===== config.mk =====
export PLATFORM = sky130hd
export DESIGN_NAME = ysyx_22050598_wb_arbiter
export DESIGN_NICKNAME = d
export VERILOG_FILES = /design/src/rtl/ysyx_22050598_wb_arbiter_pkg.sv /design/src/rtl/ysyx_22050598_wb_scoreboard.sv /design/src/rtl/ysyx_22050598_wb_arbiter.sv
export SDC_FILE = /design/constraint.sdc
export NUM_CORES = 1
export LEC_CHECK = 0
export ABC_AREA = 0
export BUFFER_PORTS_ARGS = -buffer_cell sky130_fd_sc_hd__buf_2
export CAP_MARGIN = 20
export CORE_MARGIN = 10
export CORE_UTILIZATION = 33
export CTS_CLUSTER_DIAMETER = 200
export DETAILED_ROUTE_END_ITERATION = 8
export PLACE_DENSITY = 0.56
export SYNTH_ARGS = -nofsm -noshare
export SYNTH_HDL_FRONTEND = slang
export SYNTH_SLANG_ARGS = --single-unit

===== constraint.sdc =====
create_clock -name clk -period 4 [get_ports clk]
set_clock_uncertainty 0.1 [all_clocks]
set_input_delay 0.8 -clock clk [delete_from_list [all_inputs] [get_ports clk]]
set_output_delay 0.8 -clock clk [all_outputs]
set_load 0.03 [all_outputs]

===== src/rtl/ysyx_22050598_wb_arbiter_pkg.sv =====
// Shared widths and requester encoding for the writeback arbiter and its scoreboard.
package ysyx_22050598_wb_arbiter_pkg;

    localparam int RF_ADDR_WIDTH = 5;
    localparam int RF_DATA_LEN   = 64;
    localparam int SB_CNT_W      = 2;
    localparam int NUM_REGS      = 1 << RF_ADDR_WIDTH;

    localparam logic [SB_CNT_W-1:0] SB_CNT_MAX = '1;

    typedef enum logic {
        WB_SRC_EXU = 1'b0,
        WB_SRC_LSU = 1'b1
    } wb_src_e;

endpackage


===== src/rtl/ysyx_22050598_wb_scoreboard.sv =====
// Per-register pending-write counters: bumped on issue, drained when a write retires.
module ysyx_22050598_wb_scoreboard
    import ysyx_22050598_wb_arbiter_pkg::*;
(
    input  logic                     clk,
    input  logic                     rst,
    input  logic                     inc_en,
    input  logic [RF_ADDR_WIDTH-1:0] inc_idx,
    input  logic                     dec_en,
    input  logic [RF_ADDR_WIDTH-1:0] dec_idx,
    input  logic [RF_ADDR_WIDTH-1:0] rs1_idx,
    input  logic [RF_ADDR_WIDTH-1:0] rs2_idx,
    input  logic [RF_ADDR_WIDTH-1:0] rd_idx,
    output logic [SB_CNT_W-1:0]      rs1_cnt,
    output logic [SB_CNT_W-1:0]      rs2_cnt,
    output logic [SB_CNT_W-1:0]      rd_cnt,
    output logic                     underflow
);

    logic [SB_CNT_W-1:0] cnt_q [NUM_REGS];
    logic [SB_CNT_W-1:0] cnt_d [NUM_REGS];
    logic                underflow_q, underflow_d;
    logic                same_reg;

    // NOTE: every variable gets its default before any branch, so no path leaves it unassigned (no latch).
    always_comb begin
        cnt_d       = cnt_q;
        underflow_d = underflow_q;
        same_reg    = inc_en && dec_en && (inc_idx == dec_idx);

        if (inc_en && !same_reg) begin
            cnt_d[inc_idx] = cnt_q[inc_idx] + 1'b1;
        end
        if (dec_en && !same_reg) begin
            if (cnt_q[dec_idx] == '0) begin
                underflow_d = 1'b1;
            end else begin
                cnt_d[dec_idx] = cnt_q[dec_idx] - 1'b1;
            end
        end
    end

    // NOTE: the counter array is reset explicitly; a stale count after reset would block issue forever.
    // NOTE: sequential state uses non-blocking assignments so all flops sample pre-edge values.
    always_ff @(posedge clk or negedge rst) begin
        if (!rst) begin
            for (int i = 0; i < NUM_REGS; i++) begin
                cnt_q[i] <= '0;
            end
            underflow_q <= 1'b0;
        end else begin
            cnt_q       <= cnt_d;
            underflow_q <= underflow_d;
        end
    end

    assign rs1_cnt   = cnt_q[rs1_idx];
    assign rs2_cnt   = cnt_q[rs2_idx];
    assign rd_cnt    = cnt_q[rd_idx];
    assign underflow = underflow_q;

endmodule


===== src/rtl/ysyx_22050598_wb_arbiter.sv =====
// Round-robin sharing of the regfile write port between EXU and LSU, with a RAW/WAW issue interlock.
module ysyx_22050598_wb_arbiter
    import ysyx_22050598_wb_arbiter_pkg::*;
(
    input  logic                     clk,
    input  logic                     rst,
    input  logic                     iss_valid,
    output logic                     iss_ready,
    input  logic                     iss_rd_wen,
    input  logic [RF_ADDR_WIDTH-1:0] iss_rd_idx,
    input  logic [RF_ADDR_WIDTH-1:0] iss_rs1_idx,
    input  logic [RF_ADDR_WIDTH-1:0] iss_rs2_idx,
    input  logic                     exu_valid,
    output logic                     exu_ready,
    input  logic [RF_ADDR_WIDTH-1:0] exu_rd_idx,
    input  logic [RF_DATA_LEN-1:0]   exu_data,
    input  logic                     lsu_valid,
    output logic                     lsu_ready,
    input  logic [RF_ADDR_WIDTH-1:0] lsu_rd_idx,
    input  logic [RF_DATA_LEN-1:0]   lsu_data,
    output logic                     rf_write_en,
    output logic [RF_ADDR_WIDTH-1:0] rf_write_rd_idx,
    output logic [RF_DATA_LEN-1:0]   rf_write_rd_data,
    output logic                     sb_underflow
);

    wb_src_e                  rr_ptr_q, rr_ptr_d;
    logic                     grant_exu, grant_lsu;
    logic                     wen_q, wen_d;
    logic [RF_ADDR_WIDTH-1:0] widx_q, widx_d;
    logic [RF_DATA_LEN-1:0]   wdata_q, wdata_d;
    logic [SB_CNT_W-1:0]      rs1_cnt, rs2_cnt, rd_cnt;
    logic                     sb_inc;

    always_comb begin
        grant_exu = exu_valid && (!lsu_valid || rr_ptr_q == WB_SRC_EXU);
        grant_lsu = lsu_valid && (!exu_valid || rr_ptr_q == WB_SRC_LSU);

        // The pointer only moves when both sides competed, handing priority to the loser.
        rr_ptr_d = rr_ptr_q;
        if (exu_valid && lsu_valid) begin
            rr_ptr_d = grant_lsu ? WB_SRC_EXU : WB_SRC_LSU;
        end

        // Writes to x0 consume a grant but never reach the regfile or the scoreboard.
        wen_d   = 1'b0;
        widx_d  = widx_q;
        wdata_d = wdata_q;
        if (grant_lsu) begin
            wen_d   = (lsu_rd_idx != '0);
            widx_d  = lsu_rd_idx;
            wdata_d = lsu_data;
        end else if (grant_exu) begin
            wen_d   = (exu_rd_idx != '0);
            widx_d  = exu_rd_idx;
            wdata_d = exu_data;
        end
    end

    always_ff @(posedge clk or negedge rst) begin
        if (!rst) begin
            rr_ptr_q <= WB_SRC_LSU;
            wen_q    <= 1'b0;
            widx_q   <= '0;
            wdata_q  <= '0;
        end else begin
            rr_ptr_q <= rr_ptr_d;
            wen_q    <= wen_d;
            widx_q   <= widx_d;
            wdata_q  <= wdata_d;
        end
    end

    // Hazards are judged on committed counts only; a write still in the register does not bypass.
    assign iss_ready = !((rs1_cnt != '0) && (iss_rs1_idx != '0))
                    && !((rs2_cnt != '0) && (iss_rs2_idx != '0))
                    && !(iss_rd_wen && (rd_cnt == SB_CNT_MAX));
    assign sb_inc    = iss_valid && iss_ready && iss_rd_wen && (iss_rd_idx != '0);

    ysyx_22050598_wb_scoreboard u_scoreboard (
        .clk       (clk),
        .rst       (rst),
        .inc_en    (sb_inc),
        .inc_idx   (iss_rd_idx),
        .dec_en    (wen_q),
        .dec_idx   (widx_q),
        .rs1_idx   (iss_rs1_idx),
        .rs2_idx   (iss_rs2_idx),
        .rd_idx    (iss_rd_idx),
        .rs1_cnt   (rs1_cnt),
        .rs2_cnt   (rs2_cnt),
        .rd_cnt    (rd_cnt),
        .underflow (sb_underflow)
    );

    assign exu_ready        = grant_exu;
    assign lsu_ready        = grant_lsu;
    assign rf_write_en      = wen_q;
    assign rf_write_rd_idx  = widx_q;
    assign rf_write_rd_data = wdata_q;

endmodule

## Word-level counts from Yosys, hierarchy flattened

Cells that the tools add are included.

| storage, ports and cells | value |
|---|---|
| bits in registers | 136 |
| latch bits | 0 |
| RAM bits | 0 |
| bits in read-only memories | 0 |
| output and inout port bits | 74 |
| logic and storage cells | 115 |
| memories kept | 0 |

| cells by class | value |
|---|---|
| add/subtract/negate cells | 2 |
| multiply operators | 0 |
| divide/modulo/power cells | 0 |
| $lt $le $gt $ge | 6 |
| equality and inequality tests | 2 |
| shift operators | 0 |
| muxes and demuxes | 28 |
| bitwise operators | 5 |
| reductions and logical operators | 35 |

Operators with widths:

| kind | count |
|---|---|
| two-way mux 64 bit | 5 |
| bitwise mux 64 bit | 2 |
| binary-select mux 2 bit (select 5 bit) | 4 |
| nonzero test 5 bit | 5 |
| >= comparator 6 bit (second input constant) | 4 |
| inverter 5 -> 6 bit | 4 |
| demux 2 bit (select 5 bit) | 2 |
| two-way mux 2 bit | 10 |
| logical AND 1 bit | 17 |
| < comparator 6 x 1 -> 1 bit (second input constant) | 2 |
| two-way mux 5 bit | 2 |
| zero test 1 bit | 6 |
| nonzero test 2 bit | 3 |
| == test 5 bit | 1 |
| two-way mux 1 bit | 3 |
| adder 2 x 1 -> 2 bit (second input constant) | 1 |
| == test 2 bit (second input constant) | 1 |
| zero test 2 bit | 1 |
| logical OR 1 bit | 2 |
| AND reduction 2 bit | 1 |
| subtractor 2 x 1 -> 2 bit (second input constant) | 1 |
| inverter 1 bit | 1 |

## Longest topological paths before layout

Gate-level depths: netlist of run 1.

| depth | value |
|---|---|
| depth after elaboration | 20 |
| depth in mapped cells | 17 |

## Hierarchy

A second synthesis of run 1 with hierarchy kept.

| second synthesis, totals | value |
|---|---|
| cells, all modules | 985 |
| area, all modules | 10836.6 um2 |

By module, submodules not included:

| module | instances | cells each | area an instance (um2) | seq. area each (um2) |
|---|---|---|---|---|
| ysyx_22050598_wb_scoreboard | 1 | 577 | 6338.6 | 1626.6 |
| ysyx_22050598_wb_arbiter | 1 | 408 | 4498.1 | 1778.0 |

## Least setup slack after synthesis of run 1

Ideal clock, no wire load.

| timing path | value |
|---|---|
| path kind | input port to output port |
| start | in iss_rd_idx[0] |
| end | out iss_ready |
| arrival | 3746 ps |
| data required time | 3100 ps |
| setup slack | -646 ps |
| cell stages on the path | 14 |
| buffers on the path | 4 |
| cells stage by stage | buf_2 mux4_2 a22oi_1 and4_1 clkbuf_1 clkbuf_1 inv_1 ha_1 nand2_1 nand2_1 o22ai_2 o311ai_4 buf_2 nor2_1 |

| on the way | value |
|---|---|
| word-level cells in the longest chain between the ends | 8 |

Ends and longest elaborated chain:

| item | RTL line | RTL |
|---|---|---|
| start, declared | ysyx_22050598_wb_arbiter.sv:10 | `input logic [RF_ADDR_WIDTH-1:0] iss_rd_idx,` |
| inverter 5 -> 6 bit (implied by the code) | ysyx_22050598_wb_scoreboard.sv:59 | `assign rd_cnt = cnt_q[rd_idx];` |
| binary-select mux 2 bit (select 5 bit) | ysyx_22050598_wb_scoreboard.sv:59 |  |
| two-way mux 2 bit (implied by the code) (2 in a row) | ysyx_22050598_wb_scoreboard.sv:59 |  |
| == test 2 bit | ysyx_22050598_wb_arbiter.sv:77 | `&& !(iss_rd_wen && (rd_cnt == SB_CNT_MAX));` |
| logical AND 1 bit | ysyx_22050598_wb_arbiter.sv:77 |  |
| zero test 1 bit | ysyx_22050598_wb_arbiter.sv:77 |  |
| logical AND 1 bit | ysyx_22050598_wb_arbiter.sv:77 |  |
| end, declared | ysyx_22050598_wb_arbiter.sv:8 | `output logic iss_ready,` |

Every way passes these cells. The select of a mux whose other input is x is not followed.

## Worst setup path in the final report of run 1

Ends and elaborated chain as after synthesis.

==> flow_summary.ini, run 1 <==
[cells_and_area]
nets = 1407
fill_cells = 2829
ff_latch_area_mm2 = 0.00341
drive_above_1_share_pct = 34.2
stdcell_count = 1640
syn_to_final_growth_pct = 26.8
multi_input_area_mm2 = 0.00546

[clock_tree]
clk-insertion-delay-late_ns = 0.44
cts_tree = built
numCtsBuffers = 17
cts.path.max_buffers = 2
path_clk_slew_ns = 0.06
root_buffer = clkbuf_16
clkSinkCount = 136
h-tree-depth = 4

[synthesis]
synth-compound-area-share_pct = 18.1
postSynthAreaPerCell_um2 = 9.25
ys_seq_area_share_pct = 36.0
netlist_instances = 1023
ys_warn_count = 0
synth_area_mm2 = 0.00947
synth_fa_ha_area_share_pct = 0.264
synth-edff-count = 0
synthXorXnorAreaFrac_pct = 0.555
synth_nets = 1184
synth_top_area_share_pct = 35.7
synth_seq_cells = 136
synthMuxAreaShare_pct = 21.7
synthArstFlopShare_pct = 100
synth_top_family_by_area = multiplexers
synth_area_leaders = dfrtp_1, mux2i_1, mux4_2
synthSimpleGateAreaFrac_pct = 16.2
synth_top_cell_by_area = dfrtp_1
ys.flop_type = dfrtp_1
synthDistinctLibCells = 61

[sta]
period_share_pct = 96.9
period_minus_slack_ns = 3.88
rsz0062_at_grt = no
final.setup.tns_ns = 0
finalSetupViolCount = 0
fmax_ghz = 0.258
worst_slew_pin_slew_ns = 0.858
maxSlewHeadroom_pct = 42.8
finalHoldViolations = 0
maxSlewViolCount = 0

[worst_setup_path]
path_common_cell = buf_6
crit_path_max_fanout = 6
cp_slowest_cell = mux4_2
cp_cell_sequence = buf_6 > buf_12 > mux4_2 > a22oi_2 > and4_4 > inv_2 > ha_4 > nand2_2 > nand2_1 > o22ai_2 > o311ai_4 > nor2_4 > buf_6
required_ns = 3.10
startpoint_type = input port
crit_buf_inv = 4
critical_path.startpoint = iss_rd_idx[0]
worst_setup_path_end_kind = primary output
r2r_slack_ns = 0.22
crit_type = input port to primary output
cpPeakStageDelay_ns = 0.51
arrival_ns = 2.98
r2r_start = rf_write_rd_idx[4]
crit_family = compound AO/OA/AOI/OAI gates

[placement]
port_buffers = 232
dpl.hpwl_mm = 26.9
place_congestion = 0.911
dp_cells = 1602

[pwr]
irDropWorstVdd_v = 0.000352
powerDensity_mw_per_mm2 = 650
p_leak_nw = 5.01

[detailed_routing]
dr.pass1.iters = 5
via_count = 9316
routed_wl_mm = 37.0
viasPerCell = 5.68
ant_nets = 0
drt_iter0_drc = 1197
post_drt_wl_per_cell_um = 22.6
drc = 0

[global_route]
grt_pass1_wl_mm = 57.3
grt_pass1_vias = 9371
grt.overflow.total = 0
grt_max_degree = 94
grt_use_total_pct = 20.4
antenna_found_initial = 9

[floorplanning]
die_x_um = 189
num_rows = 61
ios = 233
die_h_um = 189
initial_core_util_pct = 33.8
die-area_mm2 = 0.0359
core_mm2 = 0.0280

[worst_hold_path]
hold_path.class = input port to async pin

[run_status]
status = complete, no violations

[run]
maxCapViolCount = 0
## registers in the layout (all words and copies together), names as in the netlist
register	cells
rf_write_rd_data	64
u_scoreboard.cnt_q	64
rf_write_rd_idx	5
rf_write_en	1
rr_ptr_q	1
u_scoreboard.underflow	1
## repair_timing
action	4_1_cts	5_1_grt
buffers inserted	0	2
pin swaps	2	5
hold endpoints to repair	0	0
cloned	0	1
endpoints found under the setup margin	1	4
gates resized for setup	3	12
hold buffers	0	0
## layout by cell type, fill, tap and decap left out, types with 36 or more instances in the layout
cell type  synthesis  routed
nor2_1           105     104
a21oi_1           78      78
a31oi_1           64      64
mux4_2            37      37
nand3_1           36      36
inv_1             77      76
buf_4              1      57
buf_2             14     228
mux2i_1          119     119
o22ai_1           70      70
dfrtp_1          135     133
## power breakdown
group / internal (mW) / total, mW / leakage (nW) / switching [mW]
Sequential: 1.84 / 2.47 / 1.60 / 0.628
Combinational: 1.40 / 3.67 / 3.12 / 2.27
Clock: 0.953 / 1.66 / 0.285 / 0.706
Total: 4.20 / 7.80 / 5.01 / 3.60
## cell type report
type	instances	share of cell area, %
Antenna cell	3	0.0626
Multi-Input combinational cell	718	45.5
Inverter	77	2.41
Clock buffer	19	3.69
Sequential cell	136	28.4
Tap cell	378	3.94
Clock inverter	13	1.31
Timing Repair Buffer	296	14.7
## cells in the mapped netlist (all sizes together), types with 8 or more instances
master	count
buf	31
nor4	8
a22oi	10
nor3b	16
mux2i	119
o22ai	71
inv	77
nor2	105
dfrtp	135
a21oi	78
a31oi	64
clkbuf	61
nand2	29
nand3	36
nor3	56
mux4	37
o21ai	12
## path summary, 6_finish.rpt
check	end	cells after the start
setup / recovery	iss_ready	13
min in group clk	u_scoreboard.underflow	1
hold / removal	u_scoreboard.cnt_q[12]	1
max in group asynchronous	rf_write_rd_idx[2]	2
hold reg to reg	u_scoreboard.underflow	1
setup reg to reg	u_scoreboard.cnt_q[15]	10
## per-stage QoR
stage          hold WS (ns)  power (mW)  utilization, %  area (um^2)  setup slack, ns
6_report              0.286        7.80            42.8        12000            0.122
4_1_cts               0.311        7.77            42.5        11900          0.00198
2_1_floorplan         0.362        4.66               -         9530          0.00569
3_3_place_gp          0.361        6.05            40.3        11300          -0.0345
3_5_place_dp          0.358        6.07            40.3        11300          -0.0907
5_1_grt               0.343        8.25            42.8        12000           0.0348
## logic make-up (layout without fill, tap and decap cells)
logic type / after synthesis / after routing
flops: 136 / 136
simple gates: 282 / 282
other cells: 0 / 3
xor+xnor: 6 / 6
compound gates: 269 / 269
buf+inv: 169 / 405
fa+ha+maj: 2 / 2
mux: 159 / 159
## per-layer routing
metal  vias up  track usage [%]  wire length [um]
li1       4266                -                 -
met2       487             31.5             17200
met4        12             5.31               669
met1      4481             26.0             15100
met5         -                0                61
met3        70             7.86              4010
(Power assumes the default switching activity.)
==> run 2, diff against run 1 <==
- CORE_MARGIN: 10 -> 1.5
==> flow_summary.ini, run 2 (synthesized netlist as in run 1, its figures left out) <==
[run_status]
status = complete, no violations

[worst_setup_path]
r2r_start = rf_write_rd_idx[2]
crit_path_max_fanout = 7
required_ns = 3.10
regToRegEndpoint = u_scoreboard.cnt_q[15]
r2r_slack_ns = 0.26
arrival_ns = 2.97
worstRegToRegCells = 12
startpoint_type = input port
worst_setup_path_end_kind = primary output
crit_type = input port to primary output

[sta]
rsz0062_at_grt = no
period_share_pct = 96.8
fmax_ghz = 0.258
finalHoldViolations = 0
maxSlewViolCount = 0
worst_slew_pin_slew_ns = 1.06
finalSetupViolCount = 0
final.setup.tns_ns = 0
maxSlewHeadroom_pct = 28.9
period_minus_slack_ns = 3.87

[pwr]
powerDensity_mw_per_mm2 = 659
irDropWorstVdd_v = 0.000303
p_leak_nw = 4.98

[cells_and_area]
drive_above_1_share_pct = 33.4
final_cell_mix = buf_2, dfrtp_1, mux2i_1
design_area_mm2 = 0.0119
syn_to_final_growth_pct = 25.9
nets = 1403
layout_commonest_cell = buf_2

[floorplanning]
die-area_mm2 = 0.0297
ios = 233
die_x_um = 172
initial_core_util_pct = 33.8
die_h_um = 172
num_rows = 61
core_mm2 = 0.0280

[global_route]
grt_pass1_vias = 9091
grt.overflow.total = 0
grt_pass1_wl_mm = 53.2
antenna_found_initial = 2
grt_use_total_pct = 23.8
grt_max_degree = 180

[clock_tree]
cts_setup_buffers = 0
h-tree-depth = 4
path_clk_slew_ns = 0.07
cts.path.max_buffers = 2
clkSinkCount = 136
root_buffer = clkbuf_16
numCtsBuffers = 17
clk-insertion-delay-late_ns = 0.44
ctsHoldBuffers = 0
cts_tree = built

[placement]
port_buffers = 232
place_congestion = 0.939
postPlaceCellArea_mm2 = 0.0113
dpl.hpwl_mm = 24.8

[detailed_routing]
via_count = 9254
post_drt_wl_per_cell_um = 21.3
routed_wl_mm = 34.8
ant_nets = 0
drt_iter0_drc = 814
viasPerCell = 5.66
dr.pass1.iters = 5
drc = 0

[run]
maxCapViolCount = 0

[worst_hold_path]
hold_path.class = input port to async pin
-- run 2: cell types whose count changed in the layout (fill, tap and decap cells not counted), sizes merged --
cell	before	now
clkinvlp	3	2
buf	295	291
inv	83	84
diode	3	1
-- run 2: routing by layer --
| layer | wire [um] | track usage, % | share of wire [%] | up-vias |
|---|---|---|---|---|
| li1 | - | - | - | 4254 |
| met1 | 14400 | 30.3 | 41 | 4445 |
| met2 | 16100 | 37.4 | 46 | 490 |
| met3 | 3150 | 7.32 | 9.0 | 63 |
| met4 | 1140 | 9.45 | 3.3 | 2 |
| met5 | 10 | 0 | 0.029 | - |
-- run 2: timing repair --
| item | 4_1_cts | 5_1_grt |
|---|---|---|
| endpoints found under the setup margin | 1 | 3 |
| gates resized for setup | 3 | 4 |
| pin swaps | 0 | 2 |
-- run 2: per-stage QoR --
stage	util (%)	power (mW)	cells	hold WS (ns)	setup slack (ns)
global route	42.5	8.23	1634	0.267	0.00528
finish	42.5	7.86	1634	0.230	0.130
floorplan	-	4.66	1023	0.362	0.00569
global placement	40.3	6.12	1601	0.362	-0.155
detailed placement	40.3	6.14	1601	0.360	-0.219
CTS	42.5	7.83	1633	0.258	0.0295
-- run 2: cell type report --
| class | count | area [um^2] |
|---|---|---|
| fillers | 2803 | 16100 |
| repair buffers | 292 | 1710 |
| flip-flops and latches | 136 | 3410 |
| clock inverters | 13 | 159 |
| inverters | 77 | 289 |
| diodes | 1 | 2.50 |
| well taps | 378 | 473 |
| multi-input cells | 718 | 5430 |
| clock buffers | 19 | 443 |
-- run 2: worst max-delay path by stage --
| stage | startpoint | end | cells past startpoint |
|---|---|---|---|
| after floorplan | iss_rd_idx[0] | iss_ready | 14 |
| after global placement | iss_rd_idx[0] | u_scoreboard.cnt_q[27] | 16 |
| after detailed placement | iss_rd_idx[0] | u_scoreboard.cnt_q[58] | 16 |
| after CTS | iss_rd_idx[0] | iss_ready | 13 |
| after global routing | iss_rd_idx[0] | iss_ready | 13 |
| final | iss_rd_idx[0] | iss_ready | 13 |
-- run 2: critical path: stages --
cell and delay [ns]:
buf_6 0.13, buf_6 0.15, mux4_2 0.51, a22oi_1 0.21, and4_1 0.24, inv_2 0.05, ha_4 0.15, nand2_2 0.06
nand2_1 0.06, o22ai_2 0.18, o311ai_4 0.15, nor2_4 0.12, buf_4 0.16
-- run 2: report_power, final --
| group | internal [mW] | switching (mW) | total (mW) |
|---|---|---|---|
| Clock | 0.955 | 0.719 | 1.67 |
| Sequential | 1.84 | 0.647 | 2.49 |
| Combinational | 1.43 | 2.26 | 3.69 |
| Total | 4.23 | 3.63 | 7.86 |
